File: src/rtl/ram_sdp_be_if.sv
// Bus bundle for the simple-dual-port byte-enable RAM: write port, read port
// and clear-engine control/status. Clock and reset stay outside the bundle.
interface ram_sdp_be_if #(
   parameter int ADDR_WIDTH = 4,
   parameter int DATA_WIDTH = 16
);
   logic                    i_clr;
   logic                    o_busy;
   logic                    i_we;
   logic [DATA_WIDTH/8-1:0] i_be;
   logic [ADDR_WIDTH-1:0]   i_waddr;
   logic [DATA_WIDTH-1:0]   i_wdata;
   logic                    i_re;
   logic [ADDR_WIDTH-1:0]   i_raddr;
   logic [DATA_WIDTH-1:0]   o_rdata;
   logic                    o_rvalid;

   modport master (
      output i_clr, i_we, i_be, i_waddr, i_wdata, i_re, i_raddr,
      input  o_busy, o_rdata, o_rvalid
   );

   modport slave (
      input  i_clr, i_we, i_be, i_waddr, i_wdata, i_re, i_raddr,
      output o_busy, o_rdata, o_rvalid
   );
endinterface

File: src/rtl/ram_sdp_be.sv
// Simple-dual-port synchronous RAM with per-byte write enables, selectable
// read-during-write behaviour, optional output register and a clear engine
// that sweeps CLR_VALUE into every word after reset or on request.
module ram_sdp_be #(
   parameter int                    ADDR_WIDTH  = 4,
   parameter int                    DATA_WIDTH  = 16,
   parameter bit                    WRITE_FIRST = 1'b0,
   parameter bit                    OUT_REG     = 1'b0,
   parameter logic [DATA_WIDTH-1:0] CLR_VALUE   = '0
) (
   input logic         i_clk,
   input logic         i_rst_n,
   ram_sdp_be_if.slave bus
);
   localparam int DEPTH  = 2 ** ADDR_WIDTH;
   localparam int NBYTES = DATA_WIDTH / 8;

   typedef enum logic {S_CLEAR, S_IDLE} state_t;

   state_t                  state_q;
   logic [ADDR_WIDTH-1:0]   cnt_q;
   logic [DATA_WIDTH-1:0]   mem_q [DEPTH];
   logic [DATA_WIDTH-1:0]   old_word;
   logic [DATA_WIDTH-1:0]   merged;
   logic [DATA_WIDTH-1:0]   rd1_d;
   logic [DATA_WIDTH-1:0]   rd1_q;
   logic                    rv1_q;
   logic                    idle;

   assign idle       = (state_q == S_IDLE);
   assign bus.o_busy = (state_q == S_CLEAR);

   // Next first-stage read word; on a same-address collision the write-first
   // build forwards the byte-merged word instead of the array contents.
   always_comb begin
      old_word = mem_q[bus.i_raddr];
      merged   = old_word;
      for (int k = 0; k < NBYTES; k++) begin
         if (bus.i_be[k]) merged[8*k +: 8] = bus.i_wdata[8*k +: 8];
      end
      rd1_d = old_word;
      if (WRITE_FIRST && bus.i_we && (bus.i_waddr == bus.i_raddr)) rd1_d = merged;
   end

   // Clear/idle sequencer: the sweep always restarts at address 0.
   always_ff @(posedge i_clk) begin
      if (!i_rst_n) begin
         state_q <= S_CLEAR;
         cnt_q   <= '0;
      end else begin
         case (state_q)
            S_CLEAR: begin
               cnt_q <= cnt_q + ADDR_WIDTH'(1);
               if (cnt_q == '1) state_q <= S_IDLE;
            end
            default: begin
               if (bus.i_clr) begin
                  state_q <= S_CLEAR;
                  cnt_q   <= '0;
               end
            end
         endcase
      end
   end

   // Array write port: clear engine owns it in CLEAR, user byte writes in IDLE.
   // Reset never writes the array directly.
   always_ff @(posedge i_clk) begin
      if (i_rst_n) begin
         if (!idle) begin
            mem_q[cnt_q] <= CLR_VALUE;
         end else if (bus.i_we) begin
            for (int k = 0; k < NBYTES; k++) begin
               if (bus.i_be[k]) mem_q[bus.i_waddr][8*k +: 8] <= bus.i_wdata[8*k +: 8];
            end
         end
      end
   end

   // First read stage: valid pulses per accepted read, data holds otherwise.
   always_ff @(posedge i_clk) begin
      if (!i_rst_n) begin
         rv1_q <= 1'b0;
         rd1_q <= '0;
      end else if (idle && bus.i_re) begin
         rv1_q <= 1'b1;
         rd1_q <= rd1_d;
      end else begin
         rv1_q <= 1'b0;
      end
   end

   generate
      if (OUT_REG) begin : g_oreg
         logic                  rv2_q;
         logic [DATA_WIDTH-1:0] rd2_q;

         // Output stage is not flushed by CLEAR so a read in flight still lands.
         always_ff @(posedge i_clk) begin
            if (!i_rst_n) begin
               rv2_q <= 1'b0;
               rd2_q <= '0;
            end else begin
               rv2_q <= rv1_q;
               if (rv1_q) rd2_q <= rd1_q;
            end
         end

         assign bus.o_rvalid = rv2_q;
         assign bus.o_rdata  = rd2_q;
      end else begin : g_noreg
         assign bus.o_rvalid = rv1_q;
         assign bus.o_rdata  = rd1_q;
      end
   endgenerate
endmodule

File: src/flat_wrapper.sv
// flat-port wrapper written by rule: the top's interface ports become plain ports
module ram_sdp_be_flat 
#(
   parameter int                    ADDR_WIDTH  = 4,
   parameter int                    DATA_WIDTH  = 16,
   parameter bit                    WRITE_FIRST = 1'b0,
   parameter bit                    OUT_REG     = 1'b0,
   parameter logic [DATA_WIDTH-1:0] CLR_VALUE   = '0
)
  (i_clk, i_rst_n, bus_i_clr, bus_i_we, bus_i_be, bus_i_waddr, bus_i_wdata, bus_i_re, bus_i_raddr, bus_o_busy, bus_o_rdata, bus_o_rvalid);
  ram_sdp_be_if #(.ADDR_WIDTH(ADDR_WIDTH), .DATA_WIDTH(DATA_WIDTH)) bus_i ();
  input logic i_clk;
  input logic i_rst_n;
  input wire logic [$bits(bus_i.i_clr)-1:0] bus_i_clr;
  input wire logic [$bits(bus_i.i_we)-1:0] bus_i_we;
  input wire logic [$bits(bus_i.i_be)-1:0] bus_i_be;
  input wire logic [$bits(bus_i.i_waddr)-1:0] bus_i_waddr;
  input wire logic [$bits(bus_i.i_wdata)-1:0] bus_i_wdata;
  input wire logic [$bits(bus_i.i_re)-1:0] bus_i_re;
  input wire logic [$bits(bus_i.i_raddr)-1:0] bus_i_raddr;
  output wire logic [$bits(bus_i.o_busy)-1:0] bus_o_busy;
  output wire logic [$bits(bus_i.o_rdata)-1:0] bus_o_rdata;
  output wire logic [$bits(bus_i.o_rvalid)-1:0] bus_o_rvalid;
  assign bus_i.i_clr = bus_i_clr;
  assign bus_i.i_we = bus_i_we;
  assign bus_i.i_be = bus_i_be;
  assign bus_i.i_waddr = bus_i_waddr;
  assign bus_i.i_wdata = bus_i_wdata;
  assign bus_i.i_re = bus_i_re;
  assign bus_i.i_raddr = bus_i_raddr;
  assign bus_o_busy = bus_i.o_busy;
  assign bus_o_rdata = bus_i.o_rdata;
  assign bus_o_rvalid = bus_i.o_rvalid;
  ram_sdp_be #(.ADDR_WIDTH(ADDR_WIDTH), .DATA_WIDTH(DATA_WIDTH), .WRITE_FIRST(WRITE_FIRST), .OUT_REG(OUT_REG), .CLR_VALUE(CLR_VALUE)) u_core (.i_clk(i_clk), .i_rst_n(i_rst_n), .bus(bus_i));
endmodule
File: config.mk
export PLATFORM = sky130hd
export DESIGN_NAME = ram_sdp_be_flat
export DESIGN_NICKNAME = d
export VERILOG_FILES = /design/src/rtl/ram_sdp_be_if.sv /design/src/rtl/ram_sdp_be.sv /design/src/flat_wrapper.sv
export SDC_FILE = /design/constraint.sdc
export NUM_CORES = 1
export LEC_CHECK = 0
export ABC_AREA = 1
export BUFFER_PORTS_ARGS = -buffer_cell sky130_fd_sc_hd__buf_2
export CAP_MARGIN = 10
export CORE_UTILIZATION = 60
export CTS_BUF_LIST = sky130_fd_sc_hd__clkbuf_4 sky130_fd_sc_hd__clkbuf_8 sky130_fd_sc_hd__clkbuf_16
export DETAILED_ROUTE_END_ITERATION = 8
export PLACE_DENSITY = 0.78
export SETUP_SLACK_MARGIN = 0.4
export SLEW_MARGIN = 20
export SYNTH_ARGS = -nofsm -noshare
export SYNTH_HDL_FRONTEND = slang
export SYNTH_SLANG_ARGS = --single-unit
export TNS_END_PERCENT = 20
File: constraint.sdc
create_clock -name i_clk -period 3 [get_ports i_clk]
set_clock_uncertainty 0.15 [all_clocks]
set_input_delay 0.6 -clock i_clk [delete_from_list [all_inputs] [get_ports i_clk]]
set_output_delay 0.6 -clock i_clk [all_outputs]
set_load 0.01 [all_outputs]
# Yosys cells after proc, flatten, opt, wreduce, memory -nomap -nowiden
# Memory sizes are Yosys's and may differ from the RTL's. A register that Yosys moved wholly into a read port is not among the register bits.
# Cells that the tools add are included.
# classes
n_addsub	1
multipliers	0
div	0
order_cmp	0
n_eq_ne	2
shifts	0
muxes	22
bitwise	1
reduce_logical	3
# ops
operator	count
$mux 1	17
$mux 16	1
$reduce_or 16->1	1
$mux 4	3
$add 4x1->4 const B	1
$eq 4x4->1 const B	1
$mux 2	1
$ne 2x2->1 const B	1
$logic_and 1x1->1	1
$logic_not 1->1	1
$not 1->1	1
# word_totals
reg_bits	6
latch_bits	0
mem_bits_rw	256
rom_bits	0
inputBits	31
word_cells	33
memories	1
# mem_list
memory	depth	word_bits	read_ports	rd_clocked_by_memory_dff	write_ports	line_no	source
u_core.mem_q	16	16	1	1	1	ram_sdp_be.sv:22	logic [DATA_WIDTH-1:0] mem_q [DEPTH];

# Depth between registers and ports, before layout
# Gate-level depths: netlist (run 1).
# logic_depth
depth_word	7
mapped_depth	11

# Worst setup path before layout (run 1)
# No wires, ideal clock.
# synth_path
kind	input-to-reg
start	in bus_i_be[0]
end	mem u_core.mem_q[12][10], enable pin
setup_ns	0.370
t_arrival_ns	1.717
required_ns	2.480
path_slack_ns	0.763
stages	6
cell_sequence	o21ai_2 > buf_6 > o21ai_1 > nor2_2 > nand2_1 > nor2_1
# synth_via
elab_chain_len	7
# synth_lines
item	line_no	source
start: declaration	flat_wrapper.sv:16	input wire logic [$bits(bus_i.i_be)-1:0] bus_i_be;
$mux 1 *	ram_sdp_be.sv:74	if (bus.i_be[k]) mem_q[bus.i_waddr][8*k +: 8] <= bus.i_wdata[8*k +: 8];
$mux 1 *	ram_sdp_be.sv:72	end else if (bus.i_we) begin
$mux 1 *	ram_sdp_be.sv:70	if (!idle) begin
$mux 1 *	ram_sdp_be.sv:69	if (i_rst_n) begin
$mux 1 (implied by the code) *	ram_sdp_be.sv:74	
$reduce_or 16->1 (no source line) *	n/a	
$mux 4 (no source line) or $mux 2 (tied branches)	n/a	
end: declaration	ram_sdp_be.sv:22	
# Every way passes the cells marked *; elsewhere a longest branch is shown, timed or not.

# Worst setup path after layout (run 1)
# layout_path
start	reg u_core.state_q (netlist: u_core.idle)
end	mem u_core.mem_q[2][7], enable pin
# layout_via
elab_chain_len	5
# layout_lines
item	line_no	source
start: declaration	ram_sdp_be.sv:20	state_t state_q;
start signal: assignment	ram_sdp_be.sv:48	state_q <= S_CLEAR;
start signal: assignment	ram_sdp_be.sv:54	if (cnt_q == '1) state_q <= S_IDLE;
start signal: assignment	ram_sdp_be.sv:58	state_q <= S_CLEAR;
$mux 1	ram_sdp_be.sv:70	
$mux 1	ram_sdp_be.sv:69	
$mux 1 (implied by the code)	ram_sdp_be.sv:74	
$reduce_or 16->1 (no source line)	n/a	
$mux 4 (no source line) or $mux 2 (tied branches)	n/a	
# Parallel ways exist; a longest one is shown, timed or not.

==> metrics.log, run 1 <==
INFO  metric result_of_the_run = finished, final reports clean
INFO  metric drv_slew = 0
INFO  metric via_count_of_the_first_global_routing_pass = roughly 7,700
INFO  metric n_fill_cell = around 1,300
INFO  metric hold_viol = 0
INFO  metric timing.critical_path.required = between 3000 and 4000 ps
INFO  metric pin_count = just under 50
INFO  metric cts.sink_count = around 280
INFO  metric p_per_area = 599 nW/µm²
INFO  metric drt-total-wl = 27,300 µm
INFO  metric htree_num_levels = 1
INFO  metric initialDrtViolationCount = 987
INFO  metric initial_core_util = 61.4%
INFO  metric critical_path_peak_fanout = 16
INFO  metric die-area = about 20,000 µm²
INFO  metric syn-instance-count = 1,074
INFO  metric cap_viol_max_count = 0
INFO  metric detailedPlacementHpwl = 17,000 µm
INFO  metric timing_worst_slew_pin_value = 743 ps
INFO  metric clock-root-buffer = clkbuf_16
INFO  metric final_min_period_over_clock_period = 78.5%
INFO  metric synth_enable_flop_cells = 256
INFO  metric synth-async-reset-ratio = 0%
INFO  metric proportion_of_layout_cells_with_a_drive_suffix_above_1 = 15.3%
INFO  metric number_of_port_buffers = 48
INFO  metric finalCriticalPeriod = roughly 2400 ps
INFO  metric synth-seq-cells = 278
INFO  metric yosys.cell_types.count = 26
INFO  metric synth.avg_cell_area = 10.8 µm²
INFO  metric postLayoutCellArea = around 13,000 µm²
INFO  metric total_power = about 7.9 mW
INFO  metric final_cell_mix = 356 x nand2_1, 256 x edfxtp_1, 209 x nand3_1
INFO  metric layout-area-overhead-vs-synth = 14.4%
INFO  metric post-route-drc-count = 0
INFO  metric numCtsBuffers = 28
INFO  metric synth.net_count = around 1,100
INFO  metric vdd_drop_max = 513 µV
INFO  metric yosys-top-cells-area = edfxtp_1 66%, nand2_1 12%, nand3_1 9.0%
INFO  metric die_width = 141 µm
INFO  metric yosysSeqAreaShare = 70.3%
INFO  metric synth_ff_type = edfxtp_1
INFO  metric multi_input_comb_area = 2980 µm²
INFO  metric tritoncts_clock_tree = done
INFO  metric num_antenna_cells = 0
INFO  metric rows = 50
INFO  metric finish.net_count = 1,184
INFO  metric vias_per_cell = between 5 and 6
INFO  metric synth.cell_area = 11,600 µm²
INFO  metric rsz0062_at_grt = no
INFO  metric vias_after_detailed_routing = ~8,100
INFO  metric maximum_number_of_pins_on_one_net_before_global_route_repair = ~130
INFO  metric worst-setup-path-type = reg -> reg
INFO  metric dr.pass1.iters = 6
INFO  metric holdCritPathClass = in -> reg
INFO  metric grt_usage = 28.4%
INFO  metric synth_largest_area_cell = edfxtp_1
INFO  metric ctsResizeCount = 0
INFO  metric core_box_area = 18,800 µm²
INFO  metric final_common_cell = nand2_1
INFO  metric final.setup.tns = 0 ps
INFO  metric wl_per_cell = 19.0 µm
INFO  metric crit_arrival = 2450 ps
INFO  metric yosys_warn_count = 0
INFO  metric antenna_found_initial = 0
INFO  metric wire_length_of_the_first_global_routing_pass = 41,800 µm
INFO  metric relative_slew_margins = 50.5%
INFO  metric p_leak = 5.30 nW
INFO  metric routabilityCongestion = 0.832
INFO  metric fmax = 425 MHz
INFO  metric worstSkewPairLatency = ~530 ps
INFO  metric fin_worst_hold_slack = 157 ps
INFO  metric clkSlewWorstSetupHoldPaths = 60 ps
INFO  metric fp.dieH = 141 µm
INFO  metric regArea = roughly 8100 µm²
INFO  metric postCtsSetupRepairBufs = 0
INFO  metric crit_path_start_kind = flop
INFO  metric number_of_setup_violations_in_the_final_report = 0
INFO  metric drt.antenna.violating_nets = 0
INFO  metric placedInstanceArea = between 10,000 and 15,000 µm²
INFO  metric postLayoutCoreUtil = 70.3%
INFO  metric post-synth-top-area-fraction = 66.5%
INFO  metric overflow = 0
INFO  metric cts-root-to-sink-buffers = 3
INFO  metric holdBufCountCts = 0
INFO  metric endpoint_kind = flop
layer usage:
| layer | share of wire (%) | track usage (%) | up-vias |
|---|---|---|---|
| met5 | 0 | 0 | - |
| met4 | 2.4 | 9.04 | 0 |
| met3 | 10 | 4.45 | 55 |
| met2 | 46 | 46.0 | 486 |
| met1 | 41 | 40.0 | 3787 |
| li1 | - | - | 3792 |
worst max-delay path, stage by stage, from the launching register on:
cell and delay, ps:
dfxtp_1 450, nand2_2 100, nor2_4 130, o21ai_4 180
buf_4 220, nand2_2 60, o21ai_2 70, nor2_2 230
nand2_1 120, nor2_1 150, buf_4 190
flip-flops by register name, summed over array words and instances, names as in the netlist:
register             flops
u_core.bus.o_rdata      16
u_core.cnt_q             4
u_core.idle              1
u_core.bus.o_rvalid      1
u_core.mem_q           256
synthesized netlist by cell type (5+ instances only):
cell type  count
nand2_1      356
o21ai_2        8
clkbuf_1      16
buf_1          9
edfxtp_1     256
inv_1         46
buf_2         34
nor2_2         8
nand3_1      209
a21oi_1        6
dfxtp_1       22
nand2_2        5
nor2_1        86
kinds of logic (layout without fill, tap and decap cells):
| family | after synthesis | in the layout | share of synthesized area (%) |
|---|---|---|---|
| buffers and inverters | 109 | 208 | 4.08 |
| and+or+nand+nor | 667 | 667 | 24.3 |
| adders and majority gates | 1 | 1 | 0.108 |
| AOI/OAI and AO/OA | 18 | 18 | 1.14 |
| xor gates and xnor gates | 1 | 1 | 0.0757 |
| DFF | 278 | 278 | 70.3 |
layout make-up:
cell class	instances	share of cell area, %
inverter	48	1.39
multi-input combinational	687	22.5
clock inverter	18	0.870
tap	260	2.46
timing repair buffer	109	5.67
sequential	278	61.4
clock buffer	33	5.71
per-stage QoR:
stage               instances  setup slack, ps
finish                   1433              646
global route             1433              461
CTS                      1433              573
detailed placement       1382              262
global placement         1382              319
floorplan                1074              763
final timing paths:
path / start / end / slack (ps) / depth (start not counted)
worst max-delay path: u_core.idle / u_core.mem_q[2][7] / 650 / 10
worst min-delay path: bus_i_re / u_core.bus.o_rvalid / 160 / 3
worst max register to register: u_core.idle / u_core.mem_q[2][7] / 650 / 10
worst min register to register: u_core.idle / u_core.bus.o_rvalid / 410 / 2
power by group:
part | leakage [nW] | switching [mW] | internal (mW)
sequential | 2.56 | 0.0166 | 4.22
combinational | 2.30 | 0.306 | 0.135
clock | 0.434 | 1.38 | 1.88
Power figures use the tool's default switching activity.
==> run 2, diff against run 1 <==
Clock period 3 ns to 2.4 ns, I/O delays scaled along.
==> run 2 against run 1 <==
Net effect: sequential share of layout area shrank 1.7 points; largest power group unchanged; critical path type unchanged; sequential cell count unchanged; die area is the same; clock power is 40% higher; hold slack got worse by 120 ps; routed wire length rose by 4.9%; clock-buffer cell count rose by 15; combinational power is 34% higher; cell count up 0.77%; via count up 1.2%; register-to-register slack got worse by 370 ps; largest cell class unchanged; utilization is 2.0 points higher.
==> metrics.log, run 2 (same netlist as run 1, synthesis figures left out) <==
INFO  metric vias_per_cell = 5.69
INFO  metric critical_path_peak_fanout = 12
INFO  metric preCtsSetupSlack = -13.7 ps
INFO  metric overflow = 0
INFO  metric clkPwrFrac = a little over two fifths
INFO  metric seqPwrFrac = 50.7%
INFO  metric die-area = 19,800 µm²
INFO  metric endpoint_kind = flop
INFO  metric maximum_number_of_pins_on_one_net_before_global_route_repair = 129
INFO  metric rows = 50
INFO  metric post-route-drc-count = 0
INFO  metric crit_path_start_kind = flop
INFO  metric die_width = 141 µm
INFO  metric detailedPlacementHpwl = 17,100 µm
INFO  metric cts.sink_count = 278
INFO  metric dr.pass1.iters = 6
INFO  metric drt-total-wl = 28,600 µm
INFO  metric number_of_port_buffers = 48
INFO  metric worst_hold_startpoint = bus_i_re
INFO  metric clock-root-buffer = clkbuf_16
INFO  metric holdCritPathClass = in -> reg
INFO  metric total_power = 10.4 mW
INFO  metric crit_arrival = 2220 ps
INFO  metric routabilityCongestion = around 0.85
INFO  metric initial_core_util = 61.4%
INFO  metric num_antenna_cells = 0
INFO  metric internal_power = 8.28 mW
INFO  metric hold-path-cell-count = 3
INFO  metric whs_endpoint = u_core.bus.o_rvalid
INFO  metric wire_length_of_the_first_global_routing_pass = 42,700 µm
INFO  metric tritoncts_clock_tree = done
INFO  metric r2r_cells = 10
INFO  metric cts-root-to-sink-buffers = 3
INFO  metric fin_worst_hold_slack = 40.4 ps
INFO  metric wl_per_cell = 19.8 µm
INFO  metric final_min_period_over_clock_period = 88.7%
INFO  metric result_of_the_run = finished, final reports clean
INFO  metric htree_num_levels = 1
INFO  metric pin_count = 49
INFO  metric timing.critical_path.required = 2490 ps
INFO  metric fmax = 470 MHz
INFO  metric finalCriticalPeriod = 2130 ps
INFO  metric relative_slew_margins = 59.4%
INFO  metric drt.antenna.violating_nets = 0
INFO  metric clkSlewWorstSetupHoldPaths = 60 ps
INFO  metric number_of_flip_flops_under_the_largest_register_name = between 200 and 300
INFO  metric numCtsBuffers = 28
INFO  metric hold_viol = 0
INFO  metric critical_path.reg2reg.endpoint = u_core.mem_q[3][5]
INFO  metric timing_worst_slew_pin_value = 608 ps
INFO  metric drv_slew = 0
INFO  metric switching_share = 20.7%
INFO  metric final.setup.worst_slack = 271 ps
INFO  metric initialDrtViolationCount = 1,040
INFO  metric final.setup.tns = 0 ps
INFO  metric proportion_of_layout_cells_with_a_drive_suffix_above_1 = between 10% and 20%
INFO  metric vdd_drop_max = roughly 670 µV
INFO  metric p_per_area = 768 nW/µm²
INFO  metric final_common_cell = nand2_1
INFO  metric vias_after_detailed_routing = 8,214
INFO  metric number_of_setup_violations_in_the_final_report = 0
INFO  metric rsz0062_at_grt = yes
INFO  metric via_count_of_the_first_global_routing_pass = a little under 8,000
INFO  metric core_box_area = 18,800 µm²
INFO  metric worst-setup-path-type = reg -> reg
INFO  metric antenna_found_initial = 0
INFO  metric registers.top_by_ff_count = u_core.mem_q
INFO  metric cap_viol_max_count = 0
INFO  metric combinationalPowerShare = between 5 and 6%
INFO  metric reg_to_reg_start = u_core.idle
INFO  metric fp.dieH = around 140 µm
INFO  metric finish.net_count = 1,194
INFO  metric grt_usage = 29.3%
INFO  metric total_switching_power = 2.16 mW
INFO  metric worstSkewPairLatency = approximately 540 ps
INFO  metric p_leak = between 5 and 6 nW
INFO  metric final_cell_mix = 348 x nand2_1, 256 x edfxtp_1, 209 x nand3_1
INFO  metric r2r_slack = 270 ps
INFO  metric layout-area-overhead-vs-synth = 17.6%
-- run 2: final cells by class --
class,count,area [µm²]
flip-flops and latches,278,8130
clock buffers,48,957
inverters,48,184
clock inverters,4,51.3
multi-input cells,687,3060
repair buffers,119,893
fillers,1224,5230
well taps,260,325
-- run 2: how the worst max path moves through the flow --
stage / start / to / slack [ps]
floorplan: bus_i_be[0] / u_core.mem_q[12][10] / 280
global placement: i_rst_n / u_core.mem_q[2][11] / -330
detailed placement: i_rst_n / u_core.mem_q[3][11] / -10
CTS: u_core.idle / u_core.mem_q[3][2] / 380
global route: u_core.idle / u_core.mem_q[3][2] / 250
finish: u_core.idle / u_core.mem_q[3][5] / 270
-- run 2: timing repair --
action / 4_1_cts / 5_1_grt
pin swaps: 12 / 7
cloned: 1 / 0
endpoints found under the setup margin: 256 / 257
buffers inserted: 3 / 1
resized for setup: 19 / 14
hold buffers: 0 / 0
hold endpoints to repair: 0 / 0
-- run 2: worst max-delay path: stages, from the launching register on --
cell and delay [ps]:
dfxtp_2 340, nand2_2 60, nor2_4 120, o21ai_4 100
buf_12 160, nand2_1 90, o21ai_2 90, nor2_4 240
nand2_2 130, nor2_1 160, buf_4 200
-- run 2: metal layers --
layer  up-vias  global-route usage [%]  part of all wire (%)
met4         0                    10.4                   3.2
met3        81                    5.40                    11
met1      3825                    41.2                    40
li1       3812                       -                     -
met5         -                       0                     0
met2       496                    46.5                    46
-- run 2: power by group through the flow --
stage	Clock, mW	Sequential, mW	Combinational [mW]
floorplan	0	5.39	0.361
global placement	0	5.39	0.526
detailed placement	0	5.40	0.547
CTS	4.59	5.29	0.568
global route	4.80	5.30	0.638
finish	4.56	5.30	0.588
-- run 2: metrics by stage --
step / std cells / util, % / instance area [µm²]
final: 1444 / 72.2 / 13600
after global routing: 1444 / 72.2 / 13600
after CTS: 1443 / 72.0 / 13600
after detailed placement: 1387 / 65.9 / 12400
after global placement: 1386 / 65.8 / 12400
after floorplan: 1074 / - / 11600
